## src/rtl/ram_dist_nxw_dp.sv

```systemverilog
// DEPTH x WIDTH simple-dual-port distributed RAM: one write port, an asynchronous
// read port O, a registered read-first port Q, and a sweep engine restoring INIT.
module ram_dist_nxw_dp #(
  parameter int WIDTH  = 1,
  parameter int DEPTH  = 256,
  parameter int ADDR_W = $clog2(DEPTH),
  parameter logic [DEPTH*WIDTH-1:0] INIT = '0
) (
  input  logic              CLK,
  input  logic              RST,
  input  logic              WE,
  input  logic [ADDR_W-1:0] WA,
  input  logic [WIDTH-1:0]  D,
  input  logic [ADDR_W-1:0] RA,
  output logic [WIDTH-1:0]  O,
  input  logic              RE,
  output logic [WIDTH-1:0]  Q,
  input  logic              CLR,
  output logic              BUSY,
  output logic              DONE
);

  localparam logic [ADDR_W-1:0] LAST = ADDR_W'(DEPTH - 1);

  typedef logic [WIDTH-1:0] mem_t [DEPTH];
  typedef enum logic { IDLE, SWEEP } state_t;

  function automatic mem_t init_image();
    mem_t img;
    for (int n = 0; n < DEPTH; n++) img[n] = INIT[n*WIDTH +: WIDTH];
    return img;
  endfunction

  mem_t              mem   = init_image();
  state_t            state = IDLE;
  state_t            state_d;
  logic [ADDR_W-1:0] cnt   = '0;
  logic [ADDR_W-1:0] cnt_d;
  logic              done_q = 1'b0;
  logic              done_d;
  logic              sweep_we;
  logic [WIDTH-1:0]  q_r   = '0;

  // Re-init handshake: CLR (pulse or level) is accepted only in IDLE; BUSY stays
  // high for DEPTH cycles while user writes are dropped, then DONE pulses once.
  always_comb begin
    state_d  = state;
    cnt_d    = cnt;
    done_d   = 1'b0;
    sweep_we = 1'b0;
    case (state)
      IDLE: begin
        if (CLR) begin
          state_d = SWEEP;
          cnt_d   = '0;
        end
      end
      SWEEP: begin
        sweep_we = 1'b1;
        cnt_d    = cnt + 1'b1;
        if (cnt == LAST) begin
          state_d = IDLE;
          done_d  = 1'b1;
        end
      end
      default: state_d = IDLE;
    endcase
  end

  always_ff @(posedge CLK) begin
    if (RST) begin
      state  <= IDLE;
      cnt    <= '0;
      done_q <= 1'b0;
    end else begin
      state  <= state_d;
      cnt    <= cnt_d;
      done_q <= done_d;
    end
  end

  // Reset leaves memory untouched but blocks both the sweep and user writes.
  always_ff @(posedge CLK) begin
    if (!RST) begin
      if (sweep_we)
        mem[cnt] <= INIT[int'(cnt)*WIDTH +: WIDTH];
      else if (WE && !CLR && state == IDLE)
        mem[WA] <= D;
    end
  end

  always_ff @(posedge CLK) begin
    if (RST)
      q_r <= '0;
    else if (RE)
      q_r <= mem[RA];
  end

  assign O    = mem[RA];
  assign Q    = q_r;
  assign BUSY = (state == SWEEP);
  assign DONE = done_q;

endmodule

```

## config.mk

```make
export PLATFORM = sky130hd
export DESIGN_NAME = ram_dist_nxw_dp
export DESIGN_NICKNAME = d
export VERILOG_FILES = /design/src/rtl/ram_dist_nxw_dp.sv
export SDC_FILE = /design/constraint.sdc
export NUM_CORES = 1
export LEC_CHECK = 0
export BUFFER_PORTS_ARGS = -buffer_cell sky130_fd_sc_hd__buf_4
export CAP_MARGIN = 20
export CORE_ASPECT_RATIO = 0.8
export CORE_MARGIN = 10
export CORE_UTILIZATION = 56
export DETAILED_ROUTE_END_ITERATION = 6
export PLACE_DENSITY = 0.78
export RECOVER_POWER = 50
export SLEW_MARGIN = 5
export SYNTH_ARGS = -nofsm -noshare
export SYNTH_HDL_FRONTEND = slang
export SYNTH_SLANG_ARGS = --single-unit
```

## constraint.sdc

```tcl
create_clock -name CLK -period 5.4 [get_ports CLK]
set_clock_uncertainty 0.15 [all_clocks]
set_input_delay 0.81 -clock CLK [delete_from_list [all_inputs] [get_ports CLK]]
set_output_delay 0.81 -clock CLK [all_outputs]
set_load 0.01 [all_outputs]
```

# Word level (Yosys, flattened, before mapping)
# Memories as Yosys holds them, arrays and structs flattened.
# Cells that the tools add are included.
# W data, S select, Z words.
# totals
regBits	11
latch_bits	0
mem_bits_rw	256
rom_bits	0
input_bits	22
out_inout_bits	4
wordCells	32
mem_count	1
# mem_list
memory	depth	width	rd	rd_clocked_by_memory_dff	wr	line	text
mem	256	1	1	0	1	34	mem_t mem = init_image();
# classes
add_sub_neg	1
mul	0
div_mod_pow	0
order_cmp	0
eq_ne	2
n_shift	1
mux	17
n_bitwise	1
n_reduce_logical	5
# ops
operator	count
$shiftx A256 B9 Y1 const A	1
$mux W8	2
$pmux W8 S2	1
$mux W1	13
$add A8 B1 Y8 const B	1
$eq A8 B8 Y1 const B	1
$logic_and A1 B1 Y1	2
$ne A2 B2 Y1 const B	1
$pmux W1 S2	1
$reduce_or A2 Y1	1
$logic_not A1 Y1	1
$not A1 Y1	1
$reduce_or A1 Y1	1

# Depth between registers and ports, before layout
# depth
word_depth	9
ltp_mapped	11
mapped_depth_nobuf	6

# Least setup slack after synthesis
# No wires, ideal clock.
# synth_path
path_kind	input to register
startpoint	in CLR
endpoint	mem mem[0] in the netlist's numbering (data pin)
setup_ps	867
arrival_time_ps	4876
t_required_ps	4383
path_slack_ps	-492
cell_stages	3
n_path_buf	1
cell_sequence	nor4b_2 clkbuf_1 and2_1
# synth_between
elab_chain_cells	9
# synth_rtl
item	line	text
from (decl)	18	input logic CLR,
$logic_not A1 Y1	87	else if (WE && !CLR && state == IDLE)
$logic_and A1 B1 Y1 (2 in series)	87	
$mux W1	87	
$mux W1	85	if (sweep_we)
$mux W1	84	if (!RST) begin
$mux W1 (not written as such)	88	mem[WA] <= D;
$reduce_or A1 Y1 (no source line)	n/a	
$mux W1 (no source line)	n/a	
to (decl)	34	
# No other way between the ends.

# Worst setup path in the final report
# layout_path
startpoint	in RA[0]
endpoint	out O
# layout_between
elab_chain_cells	1
# layout_rtl
item	line	text
from (decl)	14	input logic [ADDR_W-1:0] RA,
$mem_v2 Z256 W1	n/a	
to (decl)	15	output logic [WIDTH-1:0] O,
# No other way between the ends.

==> reports/metrics.yaml <==
floorplan:
  dieArea_sq_um: 27690
  num_rows: 47
  die_w_microns: 183.6
  coreArea_sq_um: 20880
  initial_utilization_pct: 57.42
  ios: 26
  fp.dieH_microns: 150.9
clock_tree:
  post_cts_buffers: 0
  cts_sinks: 267
  clock_latency_ns: 0.54
  htree_levels: 1
  cts.clk_slew.worst_paths_ns: 0.06
  root_buffer: "clkbuf_16"
  cts-resized-gates: 0
  cts_hold_buf: 0
  cts_made_buffers: 27
  cts_tree: "yes"
  cts.path.max_buffers: 3
sta:
  layout_worst_path_cycle_share_pct: 86.03
  finalSetupTns_ns: 0
  worstMarginPinSlew_ns: 2.486
  min_period_ns: 4.646
  fin_hold_ws_ns: 0.3812
  hold_viol_final: 0
  drv_slew: 84
  setup_viol: 0
  timing.slew.headroom_pct: -65.76
  rsz0062_at_grt: "no"
  max_clock_freq_ghz: 0.2152
yosys:
  ys_types: 51
  netlist_instances: 888
  netlist_area_sq_um: 11990
  syn_nets: 911
  ys_seq_area_share_pct: 65.97
  yosysWarningCount: 0
  yosys_most_used_dff: "edfxtp_1"
  synth_commonest_cells: "279 x nor2_1, 256 x edfxtp_1, 57 x mux4_2"
  synth_edf_count: 256
  avgSynthCellArea_sq_um: 13.50
  async_flop_share_pct: 0
  yosysTopAreaCellShare_pct: 64.13
  yosysMostFrequentCell: "nor2_1"
  ys_top_cells_by_area: "edfxtp_1 64%, mux4_2 11%, nor2_1 8.7%, dfxtp_1 1.8%, nand2_1 1.6%"
  synth_top_area_cell: "edfxtp_1"
  synth_seq_cells: 267
drt:
  drc_errors: 0
  route.vias.total: 7554
  drt_pass1_iterations: 5
  vias_per_cell: 6.402
  ant_nets: 0
  routed_wl_microns: 28070
  dr.first_iter.drc_count: 998
  post_drt_wl_per_cell_microns: 23.79
job:
  drv_cap: 1
status:
  status: "complete, but fails checks"
  violations: "max-capacitance violations, max-slew violations"
power_and_ir_drop:
  peakVddDrop_mv: 0.2580
  fin_total_pwr_mw: 4.342
  p_leak_nw: 4.060
  p_per_area_nw_per_um2: 328.8
grt:
  grt_max_degree: 118
  grt_pass1_vias: 7452
  grt_pass1_wl_microns: 43040
  grt-ovfl-total: 0
  antenna_found_initial: 0
  grt_usage_pct: 20.32
hold_path:
  min_delay_path_depth: 2
  hold_class: "in -> reg"
  whs_endpoint: "Q"
  hold_start: "RE"
place:
  io_buffers: 25
  gp_congestion: 0.8512
  hpwl_microns: 16700
critical_path:
  r2r_end: "mem[213]"
  r2r_setup_slack_ns: 0.86
  crit_fanout: 30
  worst_ep_required_time_ns: 4.44
  critPathKind: "in -> out"
  critPathLaunchType: "primary input"
  reg2reg_depth: 4
  endpoint_kind: "primary output"
  critPathArrivalTime_ns: 3.69
  worst_r2r_startpoint: "BUSY"
finish:
  area_delta_synth_final_pct: 10.18
  nets: 914
  drive_gt1_share_pct: 14.93
  antenna_cells: 0
worst max path at each step:
stage / startpoint / to / slack, ns / depth (start not counted)
finish: RA[0] / O / 0.75 / 8
global route: BUSY / mem[108] / 0.42 / 4
CTS: RA[0] / O / 0.71 / 8
detailed placement: RA[0] / O / 0.76 / 8
global placement: RA[0] / O / 0.78 / 8
floorplan: CLR / mem[0] / 1.32 / 3
final cells by class:
type / count / area [sq um]
clock inverters: 17 / 185.2
well taps: 269 / 336.6
fillers: 1510 / 7670
flip-flops and latches: 267 / 7908
clock buffers: 32 / 694.4
inverters: 8 / 30.03
multi-input cells: 550 / 3776
repair buffers: 37 / 276.5
state kept, by name, summed over array words and instances (netlist names):
signal  flops
cnt         8
DONE        1
mem       256
Q           1
BUSY        1
through the flow:
stage / std cells / utilization, % / worst slack, ns / area, sq um
after CTS: 1180 / 63.34 / 0.7058 / 13220
after global placement: 1131 / 59.13 / 0.7801 / 12340
after global routing: 1180 / 63.26 / 0.4228 / 13210
after detailed placement: 1131 / 59.13 / 0.7562 / 12340
after floorplan: 888 / - / 1.318 / 11990
final: 1180 / 63.26 / 0.7542 / 13210
cells by family (layout without fill, tap and decap cells):
kind of cell	count (synthesis)	after routing	share of synthesized area [%]
and+or+nand+nor	406	406	14.15
DFF	267	267	65.97
muxes	86	86	13.87
buffers and inverters	71	94	2.599
AOI/OAI and AO/OA	55	55	3.153
xor gates and xnor gates	2	2	0.1462
adders and majority gates	1	1	0.1044
cells in the final DEF (no fill, tap or decap), types with 3 or more instances in the layout:
| master | instances |
|---|---|
| buf_4 | 32 |
| a31oi_1 | 6 |
| clkbuf_1 | 8 |
| nand3b_1 | 9 |
| nor3b_1 | 3 |
| o21ai_0 | 8 |
| a22oi_1 | 4 |
| dfxtp_1 | 11 |
| nor2b_1 | 3 |
| mux2_2 | 6 |
| and2_1 | 3 |
| clkbuf_16 | 27 |
| mux2i_1 | 18 |
| clkinv_2 | 3 |
| bufinv_16 | 4 |
| o31ai_1 | 5 |
| nor3_1 | 8 |
| a21o_1 | 3 |
| edfxtp_1 | 256 |
| nand2_1 | 52 |
| nor2_1 | 279 |
| clkinv_1 | 8 |
| a21oi_1 | 5 |
| nand3_1 | 31 |
| nand2b_1 | 8 |
| o21ai_1 | 6 |
| inv_1 | 6 |
| mux4_1 | 5 |
| mux4_2 | 57 |
worst max-delay path, cell delays in order:
cell,delay [ns]
buf_4,0.46
buf_4,0.40
mux4_2,0.55
a2111oi_0,0.43
nor3_1,0.13
or4_1,0.52
and2_1,0.19
buf_4,0.15
metal layers:
| metal | vias up | track usage, % | share of wire (%) |
|---|---|---|---|
| met5 | - | 0 | 0 |
| met4 | 0 | 6.544 | 2.9 |
| met3 | 79 | 5.363 | 12 |
| met2 | 450 | 30.39 | 45 |
| met1 | 3746 | 28.64 | 40 |
| li1 | 3279 | - | - |
report_power, final:
group / internal [mW] / leakage, nW / switching, mW
sequential: 2.25 / 2.46 / 0.00461
combinational: 0.0840 / 1.17 / 0.128
clock: 1.11 / 0.430 / 0.768
total: 3.44 / 4.06 / 0.900
No activity file was read; power rests on OpenSTA's default activity.
